File: src/rtl/yutorina_ex_stage_pkg.sv
// Shared encodings for the Yutorina execute stage: ALU opcodes, memory/control/exception
// codes, active-low enable levels and the divider state type.
package yutorina_ex_stage_pkg;

  localparam int WORD_W = 32;
  localparam int ADDR_W = 30;
  localparam int REG_W  = 5;

  localparam logic ENABLE_  = 1'b0;
  localparam logic DISABLE_ = 1'b1;

  localparam logic [REG_W-1:0] GPR_ZERO = 5'd0;

  localparam logic [3:0] ALU_NOP  = 4'd0;
  localparam logic [3:0] ALU_ADD  = 4'd1;
  localparam logic [3:0] ALU_SUB  = 4'd2;
  localparam logic [3:0] ALU_AND  = 4'd3;
  localparam logic [3:0] ALU_OR   = 4'd4;
  localparam logic [3:0] ALU_XOR  = 4'd5;
  localparam logic [3:0] ALU_SHRL = 4'd6;
  localparam logic [3:0] ALU_SHLL = 4'd7;
  localparam logic [3:0] ALU_SHRA = 4'd8;
  localparam logic [3:0] ALU_MUL  = 4'd9;
  localparam logic [3:0] ALU_DIVU = 4'd10;
  localparam logic [3:0] ALU_REMU = 4'd11;

  localparam logic [3:0] MEM_NONE  = 4'd0;
  localparam logic [2:0] CTRL_NONE = 3'd0;

  localparam logic [2:0] EXP_NONE     = 3'd0;
  localparam logic [2:0] EXP_OVERFLOW = 3'd3;

  typedef enum logic [1:0] {
    DIV_IDLE = 2'd0,
    DIV_RUN  = 2'd1,
    DIV_DONE = 2'd2
  } div_state_e;

  function automatic logic is_div_op(input logic [3:0] op);
    return (op == ALU_DIVU) || (op == ALU_REMU);
  endfunction

endpackage

File: src/rtl/yutorina_ex_stage_if.sv
// ID/EX input bundle, EX/MEM output bundle, forwarding pair and divider debug state.
interface yutorina_ex_stage_if;
  import yutorina_ex_stage_pkg::*;

  logic              id_en_;
  logic [ADDR_W-1:0] id_pc;
  logic [3:0]        id_alu_op;
  logic [WORD_W-1:0] id_alu_lhs;
  logic [WORD_W-1:0] id_alu_rhs;
  logic [REG_W-1:0]  id_w_addr;
  logic [WORD_W-1:0] id_w_data;
  logic              id_gpr_we_;
  logic [2:0]        id_exp_code;
  logic [3:0]        id_mem_op;
  logic [2:0]        id_ctrl_op;

  // Handshake: an id_* bundle is consumed at an edge where ex_busy=0 and stall=0.
  // While ex_busy=1 the driver must hold every id_* field stable.
  logic              ex_busy;
  logic [REG_W-1:0]  ex_fwd_addr;
  logic [WORD_W-1:0] ex_fwd_out;

  logic              ex_en_;
  logic [ADDR_W-1:0] ex_pc;
  logic [REG_W-1:0]  ex_w_addr;
  logic              ex_gpr_we_;
  logic [3:0]        ex_mem_op;
  logic [2:0]        ex_ctrl_op;
  logic [2:0]        ex_exp_code;
  logic [WORD_W-1:0] ex_out;
  logic [WORD_W-1:0] ex_mem_wdata;

  div_state_e        div_state;

  modport master (
    output id_en_, id_pc, id_alu_op, id_alu_lhs, id_alu_rhs, id_w_addr, id_w_data,
           id_gpr_we_, id_exp_code, id_mem_op, id_ctrl_op,
    input  ex_busy, ex_fwd_addr, ex_fwd_out, ex_en_, ex_pc, ex_w_addr, ex_gpr_we_,
           ex_mem_op, ex_ctrl_op, ex_exp_code, ex_out, ex_mem_wdata, div_state
  );

  modport slave (
    input  id_en_, id_pc, id_alu_op, id_alu_lhs, id_alu_rhs, id_w_addr, id_w_data,
           id_gpr_we_, id_exp_code, id_mem_op, id_ctrl_op,
    output ex_busy, ex_fwd_addr, ex_fwd_out, ex_en_, ex_pc, ex_w_addr, ex_gpr_we_,
           ex_mem_op, ex_ctrl_op, ex_exp_code, ex_out, ex_mem_wdata, div_state
  );

endinterface

File: src/rtl/yutorina_ex_stage_divider.sv
// Iterative restoring unsigned divider, one quotient bit per non-stalled edge.
// The first step is taken on the start edge so DIV_CYCLES steps fit in DIV_CYCLES busy cycles.
module yutorina_ex_stage_divider
  import yutorina_ex_stage_pkg::*;
#(
  parameter int DIV_CYCLES = 32
) (
  input  logic                  clk,
  input  logic                  rst,
  input  logic                  stall,
  input  logic                  start,
  input  logic                  abort,
  input  logic [DIV_CYCLES-1:0] dividend,
  input  logic [DIV_CYCLES-1:0] divisor,
  output logic                  busy,
  output logic [DIV_CYCLES-1:0] quotient,
  output logic [DIV_CYCLES-1:0] remainder,
  output div_state_e            state
);

  localparam int W     = DIV_CYCLES;
  localparam int CNT_W = $clog2(DIV_CYCLES);
  localparam logic [CNT_W-1:0] LAST_STEP = CNT_W'(DIV_CYCLES - 1);

  div_state_e       state_q, state_d;
  logic [CNT_W-1:0] cnt_q, cnt_d;
  logic [W-1:0]     rem_q, rem_d, quo_q, quo_d, dsr_q, dsr_d;

  logic [W-1:0]     step_rem_in, step_quo_in, step_dsr;
  logic [W:0]       trial, trial_diff;
  logic             fits;
  logic [W-1:0]     step_rem, step_quo;

  // In IDLE the step consumes the incoming operands directly.
  always_comb begin
    step_rem_in = (state_q == DIV_IDLE) ? '0       : rem_q;
    step_quo_in = (state_q == DIV_IDLE) ? dividend : quo_q;
    step_dsr    = (state_q == DIV_IDLE) ? divisor  : dsr_q;
    trial       = {step_rem_in, step_quo_in[W-1]};
    trial_diff  = trial - {1'b0, step_dsr};
    fits        = (trial >= {1'b0, step_dsr});
    step_rem    = fits ? trial_diff[W-1:0] : trial[W-1:0];
    step_quo    = {step_quo_in[W-2:0], fits};
  end

  always_comb begin
    state_d = state_q;
    cnt_d   = cnt_q;
    rem_d   = rem_q;
    quo_d   = quo_q;
    dsr_d   = dsr_q;
    busy    = 1'b0;
    case (state_q)
      DIV_IDLE: begin
        busy = start;
        if (start && !abort && !stall) begin
          state_d = DIV_RUN;
          cnt_d   = CNT_W'(1);
          rem_d   = step_rem;
          quo_d   = step_quo;
          dsr_d   = divisor;
        end
      end
      DIV_RUN: begin
        busy = 1'b1;
        if (!stall) begin
          if (abort) begin
            state_d = DIV_IDLE;
            cnt_d   = '0;
          end else begin
            rem_d = step_rem;
            quo_d = step_quo;
            cnt_d = cnt_q + 1'b1;
            if (cnt_q == LAST_STEP) begin
              state_d = DIV_DONE;
              cnt_d   = '0;
            end
          end
        end
      end
      DIV_DONE: begin
        if (!stall) state_d = DIV_IDLE;
      end
      default: state_d = DIV_IDLE;
    endcase
  end

  always_ff @(posedge clk) begin
    if (rst) begin
      state_q <= DIV_IDLE;
      cnt_q   <= '0;
      rem_q   <= '0;
      quo_q   <= '0;
      dsr_q   <= '0;
    end else begin
      state_q <= state_d;
      cnt_q   <= cnt_d;
      rem_q   <= rem_d;
      quo_q   <= quo_d;
      dsr_q   <= dsr_d;
    end
  end

  assign quotient  = quo_q;
  assign remainder = rem_q;
  assign state     = state_q;

endmodule

File: src/rtl/yutorina_ex_stage.sv
// Yutorina execute stage: inline ALU, iterative divider, EX/MEM register and
// combinational forwarding back to decode.
module yutorina_ex_stage
  import yutorina_ex_stage_pkg::*;
#(
  parameter int DIV_CYCLES = 32
) (
  input  logic               clk,
  input  logic               rst,
  input  logic               stall,
  input  logic               flush,
  yutorina_ex_stage_if.slave bus
);

  logic              div_start, div_busy;
  logic [WORD_W-1:0] div_quo, div_rem;
  div_state_e        div_state;

  logic [WORD_W-1:0] sum, diff, alu_out;
  logic              ovf;

  logic              en_q, gpr_we_q;
  logic [ADDR_W-1:0] pc_q;
  logic [REG_W-1:0]  w_addr_q;
  logic [3:0]        mem_op_q;
  logic [2:0]        ctrl_op_q, exp_code_q;
  logic [WORD_W-1:0] out_q, mem_wdata_q;

  assign div_start = (bus.id_en_ == ENABLE_) && is_div_op(bus.id_alu_op)
                     && (bus.id_alu_rhs != '0);

  yutorina_ex_stage_divider #(.DIV_CYCLES(DIV_CYCLES)) u_div (
    .clk       (clk),
    .rst       (rst),
    .stall     (stall),
    .start     (div_start),
    .abort     (flush),
    .dividend  (bus.id_alu_lhs),
    .divisor   (bus.id_alu_rhs),
    .busy      (div_busy),
    .quotient  (div_quo),
    .remainder (div_rem),
    .state     (div_state)
  );

  always_comb begin
    sum     = bus.id_alu_lhs + bus.id_alu_rhs;
    diff    = bus.id_alu_lhs - bus.id_alu_rhs;
    ovf     = 1'b0;
    alu_out = '0;
    case (bus.id_alu_op)
      ALU_ADD: begin
        alu_out = sum;
        ovf     = (bus.id_alu_lhs[31] == bus.id_alu_rhs[31]) && (sum[31] != bus.id_alu_lhs[31]);
      end
      ALU_SUB: begin
        alu_out = diff;
        ovf     = (bus.id_alu_lhs[31] != bus.id_alu_rhs[31]) && (diff[31] != bus.id_alu_lhs[31]);
      end
      ALU_AND:  alu_out = bus.id_alu_lhs & bus.id_alu_rhs;
      ALU_OR:   alu_out = bus.id_alu_lhs | bus.id_alu_rhs;
      ALU_XOR:  alu_out = bus.id_alu_lhs ^ bus.id_alu_rhs;
      ALU_SHRL: alu_out = bus.id_alu_lhs >> bus.id_alu_rhs[4:0];
      ALU_SHLL: alu_out = bus.id_alu_lhs << bus.id_alu_rhs[4:0];
      ALU_SHRA: alu_out = $signed(bus.id_alu_lhs) >>> bus.id_alu_rhs[4:0];
      ALU_MUL:  alu_out = bus.id_alu_lhs * bus.id_alu_rhs;
      // Divide by zero never enters the divider and resolves here in one cycle.
      ALU_DIVU: alu_out = (bus.id_alu_rhs == '0) ? '1 : div_quo;
      ALU_REMU: alu_out = (bus.id_alu_rhs == '0) ? bus.id_alu_lhs : div_rem;
      default:  alu_out = '0;
    endcase
    if (bus.id_mem_op != MEM_NONE) alu_out = sum;
  end

  always_ff @(posedge clk) begin
    if (rst) begin
      en_q        <= DISABLE_;
      pc_q        <= '0;
      out_q       <= '0;
      mem_wdata_q <= '0;
      w_addr_q    <= GPR_ZERO;
      gpr_we_q    <= DISABLE_;
      mem_op_q    <= MEM_NONE;
      ctrl_op_q   <= CTRL_NONE;
      exp_code_q  <= EXP_NONE;
    end else if (!stall) begin
      en_q        <= div_busy ? DISABLE_ : bus.id_en_;
      pc_q        <= bus.id_pc;
      out_q       <= alu_out;
      mem_wdata_q <= bus.id_w_data;
      if (flush || div_busy) begin
        w_addr_q   <= GPR_ZERO;
        gpr_we_q   <= DISABLE_;
        mem_op_q   <= MEM_NONE;
        ctrl_op_q  <= CTRL_NONE;
        exp_code_q <= EXP_NONE;
      end else begin
        w_addr_q  <= bus.id_w_addr;
        mem_op_q  <= bus.id_mem_op;
        ctrl_op_q <= bus.id_ctrl_op;
        // An exception already raised upstream wins over an ALU overflow.
        if (bus.id_exp_code != EXP_NONE) begin
          exp_code_q <= bus.id_exp_code;
          gpr_we_q   <= bus.id_gpr_we_;
        end else if (ovf) begin
          exp_code_q <= EXP_OVERFLOW;
          gpr_we_q   <= DISABLE_;
        end else begin
          exp_code_q <= EXP_NONE;
          gpr_we_q   <= bus.id_gpr_we_;
        end
      end
    end
  end

  assign bus.ex_busy      = div_busy;
  assign bus.ex_en_       = en_q;
  assign bus.ex_pc        = pc_q;
  assign bus.ex_w_addr    = w_addr_q;
  assign bus.ex_gpr_we_   = gpr_we_q;
  assign bus.ex_mem_op    = mem_op_q;
  assign bus.ex_ctrl_op   = ctrl_op_q;
  assign bus.ex_exp_code  = exp_code_q;
  assign bus.ex_out       = out_q;
  assign bus.ex_mem_wdata = mem_wdata_q;
  assign bus.ex_fwd_out   = out_q;
  assign bus.ex_fwd_addr  = (gpr_we_q == ENABLE_) ? w_addr_q : GPR_ZERO;
  assign bus.div_state    = div_state;

endmodule
File: src/flat_wrapper.sv
// flat-port wrapper written by rule: the top's interface ports become plain ports
module yutorina_ex_stage_flat import yutorina_ex_stage_pkg::*;
#(
  parameter int DIV_CYCLES = 32
)
  (clk, rst, stall, flush, bus_id_en_, bus_id_pc, bus_id_alu_op, bus_id_alu_lhs, bus_id_alu_rhs, bus_id_w_addr, bus_id_w_data, bus_id_gpr_we_, bus_id_exp_code, bus_id_mem_op, bus_id_ctrl_op, bus_ex_busy, bus_ex_fwd_addr, bus_ex_fwd_out, bus_ex_en_, bus_ex_pc, bus_ex_w_addr, bus_ex_gpr_we_, bus_ex_mem_op, bus_ex_ctrl_op, bus_ex_exp_code, bus_ex_out, bus_ex_mem_wdata, bus_div_state);
  yutorina_ex_stage_if bus_i ();
  input  logic clk;
  input  logic rst;
  input  logic stall;
  input  logic flush;
  input wire logic [$bits(bus_i.id_en_)-1:0] bus_id_en_;
  input wire logic [$bits(bus_i.id_pc)-1:0] bus_id_pc;
  input wire logic [$bits(bus_i.id_alu_op)-1:0] bus_id_alu_op;
  input wire logic [$bits(bus_i.id_alu_lhs)-1:0] bus_id_alu_lhs;
  input wire logic [$bits(bus_i.id_alu_rhs)-1:0] bus_id_alu_rhs;
  input wire logic [$bits(bus_i.id_w_addr)-1:0] bus_id_w_addr;
  input wire logic [$bits(bus_i.id_w_data)-1:0] bus_id_w_data;
  input wire logic [$bits(bus_i.id_gpr_we_)-1:0] bus_id_gpr_we_;
  input wire logic [$bits(bus_i.id_exp_code)-1:0] bus_id_exp_code;
  input wire logic [$bits(bus_i.id_mem_op)-1:0] bus_id_mem_op;
  input wire logic [$bits(bus_i.id_ctrl_op)-1:0] bus_id_ctrl_op;
  output wire logic [$bits(bus_i.ex_busy)-1:0] bus_ex_busy;
  output wire logic [$bits(bus_i.ex_fwd_addr)-1:0] bus_ex_fwd_addr;
  output wire logic [$bits(bus_i.ex_fwd_out)-1:0] bus_ex_fwd_out;
  output wire logic [$bits(bus_i.ex_en_)-1:0] bus_ex_en_;
  output wire logic [$bits(bus_i.ex_pc)-1:0] bus_ex_pc;
  output wire logic [$bits(bus_i.ex_w_addr)-1:0] bus_ex_w_addr;
  output wire logic [$bits(bus_i.ex_gpr_we_)-1:0] bus_ex_gpr_we_;
  output wire logic [$bits(bus_i.ex_mem_op)-1:0] bus_ex_mem_op;
  output wire logic [$bits(bus_i.ex_ctrl_op)-1:0] bus_ex_ctrl_op;
  output wire logic [$bits(bus_i.ex_exp_code)-1:0] bus_ex_exp_code;
  output wire logic [$bits(bus_i.ex_out)-1:0] bus_ex_out;
  output wire logic [$bits(bus_i.ex_mem_wdata)-1:0] bus_ex_mem_wdata;
  output wire logic [$bits(bus_i.div_state)-1:0] bus_div_state;
  assign bus_i.id_en_ = bus_id_en_;
  assign bus_i.id_pc = bus_id_pc;
  assign bus_i.id_alu_op = bus_id_alu_op;
  assign bus_i.id_alu_lhs = bus_id_alu_lhs;
  assign bus_i.id_alu_rhs = bus_id_alu_rhs;
  assign bus_i.id_w_addr = bus_id_w_addr;
  assign bus_i.id_w_data = bus_id_w_data;
  assign bus_i.id_gpr_we_ = bus_id_gpr_we_;
  assign bus_i.id_exp_code = bus_id_exp_code;
  assign bus_i.id_mem_op = bus_id_mem_op;
  assign bus_i.id_ctrl_op = bus_id_ctrl_op;
  assign bus_ex_busy = bus_i.ex_busy;
  assign bus_ex_fwd_addr = bus_i.ex_fwd_addr;
  assign bus_ex_fwd_out = bus_i.ex_fwd_out;
  assign bus_ex_en_ = bus_i.ex_en_;
  assign bus_ex_pc = bus_i.ex_pc;
  assign bus_ex_w_addr = bus_i.ex_w_addr;
  assign bus_ex_gpr_we_ = bus_i.ex_gpr_we_;
  assign bus_ex_mem_op = bus_i.ex_mem_op;
  assign bus_ex_ctrl_op = bus_i.ex_ctrl_op;
  assign bus_ex_exp_code = bus_i.ex_exp_code;
  assign bus_ex_out = bus_i.ex_out;
  assign bus_ex_mem_wdata = bus_i.ex_mem_wdata;
  assign bus_div_state = bus_i.div_state;
  yutorina_ex_stage #(.DIV_CYCLES(DIV_CYCLES)) u_core (.clk(clk), .rst(rst), .stall(stall), .flush(flush), .bus(bus_i));
endmodule
File: config.mk
export PLATFORM = sky130hd
export DESIGN_NAME = yutorina_ex_stage_flat
export DESIGN_NICKNAME = d
export VERILOG_FILES = /design/src/rtl/yutorina_ex_stage_pkg.sv /design/src/rtl/yutorina_ex_stage_if.sv /design/src/rtl/yutorina_ex_stage_divider.sv /design/src/rtl/yutorina_ex_stage.sv /design/src/flat_wrapper.sv
export SDC_FILE = /design/constraint.sdc
export NUM_CORES = 2
export LEC_CHECK = 0
export ABC_AREA = 1
export CAP_MARGIN = 20
export CORE_MARGIN = 4
export CORE_UTILIZATION = 45
export CTS_BUF_LIST = sky130_fd_sc_hd__clkbuf_2 sky130_fd_sc_hd__clkbuf_4 sky130_fd_sc_hd__clkbuf_8
export CTS_CLUSTER_SIZE = 10
export DETAILED_ROUTE_END_ITERATION = 7
export PLACE_DENSITY = 0.72
export SYNTH_ARGS = -nofsm -noshare
export SYNTH_HDL_FRONTEND = slang
export SYNTH_SLANG_ARGS = --single-unit
File: constraint.sdc
create_clock -name clk -period 12.3 [get_ports clk]
set_clock_uncertainty 0.1 [all_clocks]
set_input_delay 3.075 -clock clk [delete_from_list [all_inputs] [get_ports clk]]
set_output_delay 3.075 -clock clk [all_outputs]
set_load 0.02 [all_outputs]
==> results.yml <==
outcome:
  status: "finished clean"
run:
  maxCapViolCount: 0
cts:
  cts_htree_levels: 2
  cts_resized: 0
  clk_latency_ps: 660
  cts_setup_buffers: 0
  cts_buffer_depth: 3
  cts_tree: "built"
  postCtsHoldBufs: 0
  clk_pin_slew_ps: 60
  clock_sinks: 214
  root_buffer: "clkbuf_8"
  cts_inserted_buffers: 42
placed_design:
  place_area_sq_mm: 0.0411
  gp_congestion: 1.05
  io_buffers: 301
  dp_hpwl_um: 150000
sta:
  rsz0062_at_grt: "false"
  setup-violations-final: 0
  layout_min_cycle_time_ps: 10900
  fin_tns_setup_ps: 0
  relSlewSlack_pct: 9.46
  fin_crit_sh_pct: 88.6
  worstMarginPinSlew_ps: 1340
  slew_viol_final: 0
  fmax_ghz: 0.0917
  hold_viol_final: 0
setup_path:
  crit_fanout: 13
  crit_start: "bus_id_alu_rhs[9]"
  criticalPathCategory: "input port to flip-flop"
  cp.arrival_ps: 11320
  crit-reg2reg-launch: "u_core.u_div.state[1]$_SDFFE_PP0P_"
  startpoint_type: "input port"
  cp.required_ps: 12720
  end_kind: "flip-flop"
global_route:
  overflow: 0
  antenna_found_initial: 12
  grt_first_pass_wirelength_um: 268000
  grt_use_total_pct: 40.8
  grt_max_degree: 112
  grt_pass1_vias: 38676
synth:
  synth_edf_count: 0
  ys_warn_count: 0
  ys_seq_area_share_pct: 11.4
  synth_top_cell_by_area: "fa_1"
  synth_cell_types: 61
  ys.flop_type: "dfxtp_1"
  yosys-top-cells-area: "fa_1 22%, nand2_1 15%, dfxtp_1 11%"
  ys_seq_elements: 214
  yosysMostFrequentCell: "nand2_1"
  synth_commonest_cells: "1,463 x nand2_1, 1,136 x inv_1, 539 x o21ai_0"
  syn_inst: 5831
  syn-num-nets: 6646
  yosysTopAreaCellShare_pct: 21.9
  syn_area_sq_mm: 0.0376
  postSynthAreaPerCell_sq_um: 6.45
  async_flop_share_pct: 0
final_layout:
  drive_gt1_share_pct: 4.14
  seqCellArea_sq_mm: 0.00428
  fillCellCount: 8571
  final_cell_area_sq_mm: 0.0421
  area_growth_pct: 11.9
  fin_nets: 6754
  multi_input_area_sq_mm: 0.0274
pwr:
  ir_drop_v: 0.000667
  p_leak_uw: 0.0224
  p_per_area_mw_per_mm2: 324
floorplanning:
  io_pins: 302
  die_area_sq_mm: 0.0883
  die_height_um: 297
  row_count: 105
  start_util_pct: 45.6
  die_x_um: 297
  core_area_sq_mm: 0.0825
route:
  drtPass1Iterations: 6
  dr_total_vias: 40233
  viasPerCell: 5.71
  routed_wl_um: 185000
  drtAntennaViolNets: 0
  drc: 0
  drt_iter0_drc: 5286
  wl_per_cell_um: 26.2
hold_path:
  hp-start: "u_core.u_div.dsr_q[30]$_SDFFE_PP0P_"
  hp-class: "flip-flop to flip-flop"
==> final timing paths <==
path | endpoint | depth (start not counted) | slack, ps
setup / recovery | u_core.bus.ex_fwd_out[21]$_SDFFE_PP0N_ | 25 | 1400
hold / removal | u_core.u_div.dsr_q[30]$_SDFFE_PP0P_ | 2 | 340
hold reg to reg | u_core.u_div.dsr_q[30]$_SDFFE_PP0P_ | 2 | 340
setup reg to reg | u_core.u_div.remainder[28]$_SDFFE_PP0P_ | 20 | 6190
==> area by class of cell <==
class | count | area share (%)
Multi-Input combinational cell | 4120 | 65.1
Inverter | 1150 | 10.3
Sequential cell | 214 | 10.2
Timing Repair Buffer | 411 | 9.00
Tap cell | 1070 | 3.18
Clock buffer | 69 | 2.08
Clock inverter | 6 | 0.172
Antenna cell | 8 | 0.0475
==> stage by stage <==
step | total power [uW] | std cells | worst slack [ps] | utilization (%) | hold slack [ps]
after detailed placement | 12500 | 6963 | 924 | 49.9 | 333
after global placement | 12400 | 6963 | 1040 | 49.9 | 330
after global routing | 15100 | 7041 | 1320 | 51.0 | 360
after CTS | 13400 | 7038 | 1580 | 51.0 | 342
after floorplan | 8910 | 5831 | 2190 | - | 320
final | 13700 | 7048 | 1400 | 51.0 | 341
==> worst max-delay path: stages <==
cell,delay [ps]
clkdlybuf4s50_1,1010
ha_1,530
inv_1,150
fa_1,490
fa_1,440
inv_1,90
fa_1,400
inv_1,80
fa_1,410
inv_1,90
fa_1,440
fa_1,590
fa_1,440
fa_1,440
ha_1,390
nand2_1,240
o21ai_0,140
a21oi_1,270
nand3_1,240
o21ai_0,480
nand4_1,200
nor2_1,280
nand2_1,140
a21oi_1,180
nor2_1,50
==> metal layers <==
metal	track usage, %	vias up	wire (um)
met3	10.4	393	20900
met2	59.4	2270	76600
met4	17.7	2	9390
met5	0	-	10
met1	57.0	19296	77900
li1	-	18272	-
==> placed cells by master (no fill, tap or decap), drive strengths merged, types with 14 or more instances in the layout <==
| cell | instances |
|---|---|
| xnor2 | 22 |
| clkbuf | 69 |
| o22ai | 33 |
| ha | 253 |
| nand3 | 206 |
| nor2 | 418 |
| mux2i | 14 |
| o21a | 21 |
| nand2 | 1465 |
| o21ai | 579 |
| clkdlybuf4s50 | 290 |
| nand4 | 53 |
| a21oi | 377 |
| buf | 121 |
| dfxtp | 214 |
| nand3b | 17 |
| fa | 411 |
| o211ai | 46 |
| nor3 | 36 |
| a31oi | 18 |
| xor2 | 39 |
| a21o | 21 |
| o21bai | 15 |
| inv | 1149 |
==> logic make-up (layout without fill, tap and decap cells) <==
logic type	Yosys count	count (layout)	synth area share, %
fa+ha+maj	664	664	30.3
xor+xnor	61	61	1.42
flops	214	214	11.4
simple gates	2223	2223	23.9
compound gates	1158	1158	16.8
other cells	0	8	0
buf+inv	1497	1636	15.9
mux	14	14	0.372
==> power by group <==
group	internal, uW	leakage, uW	switching [uW]
Combinational	4280	0.0201	7770
Clock	473	0.000504	376
Sequential	727	0.00175	30.5
==> flip-flops by register name, summed over array words and instances (netlist names), 4 cells and up <==
signal and flops:
u_core.u_div.cnt_q 5, u_core.bus.ex_w_addr 5, u_core.u_div.dsr_q 32, u_core.u_div.quotient 32, u_core.bus.ex_mem_op 4, u_core.u_div.remainder 32, u_core.bus.ex_fwd_out 32, u_core.bus.ex_pc 30
u_core.bus.ex_mem_wdata 32
Power figures use the tool's default switching activity.
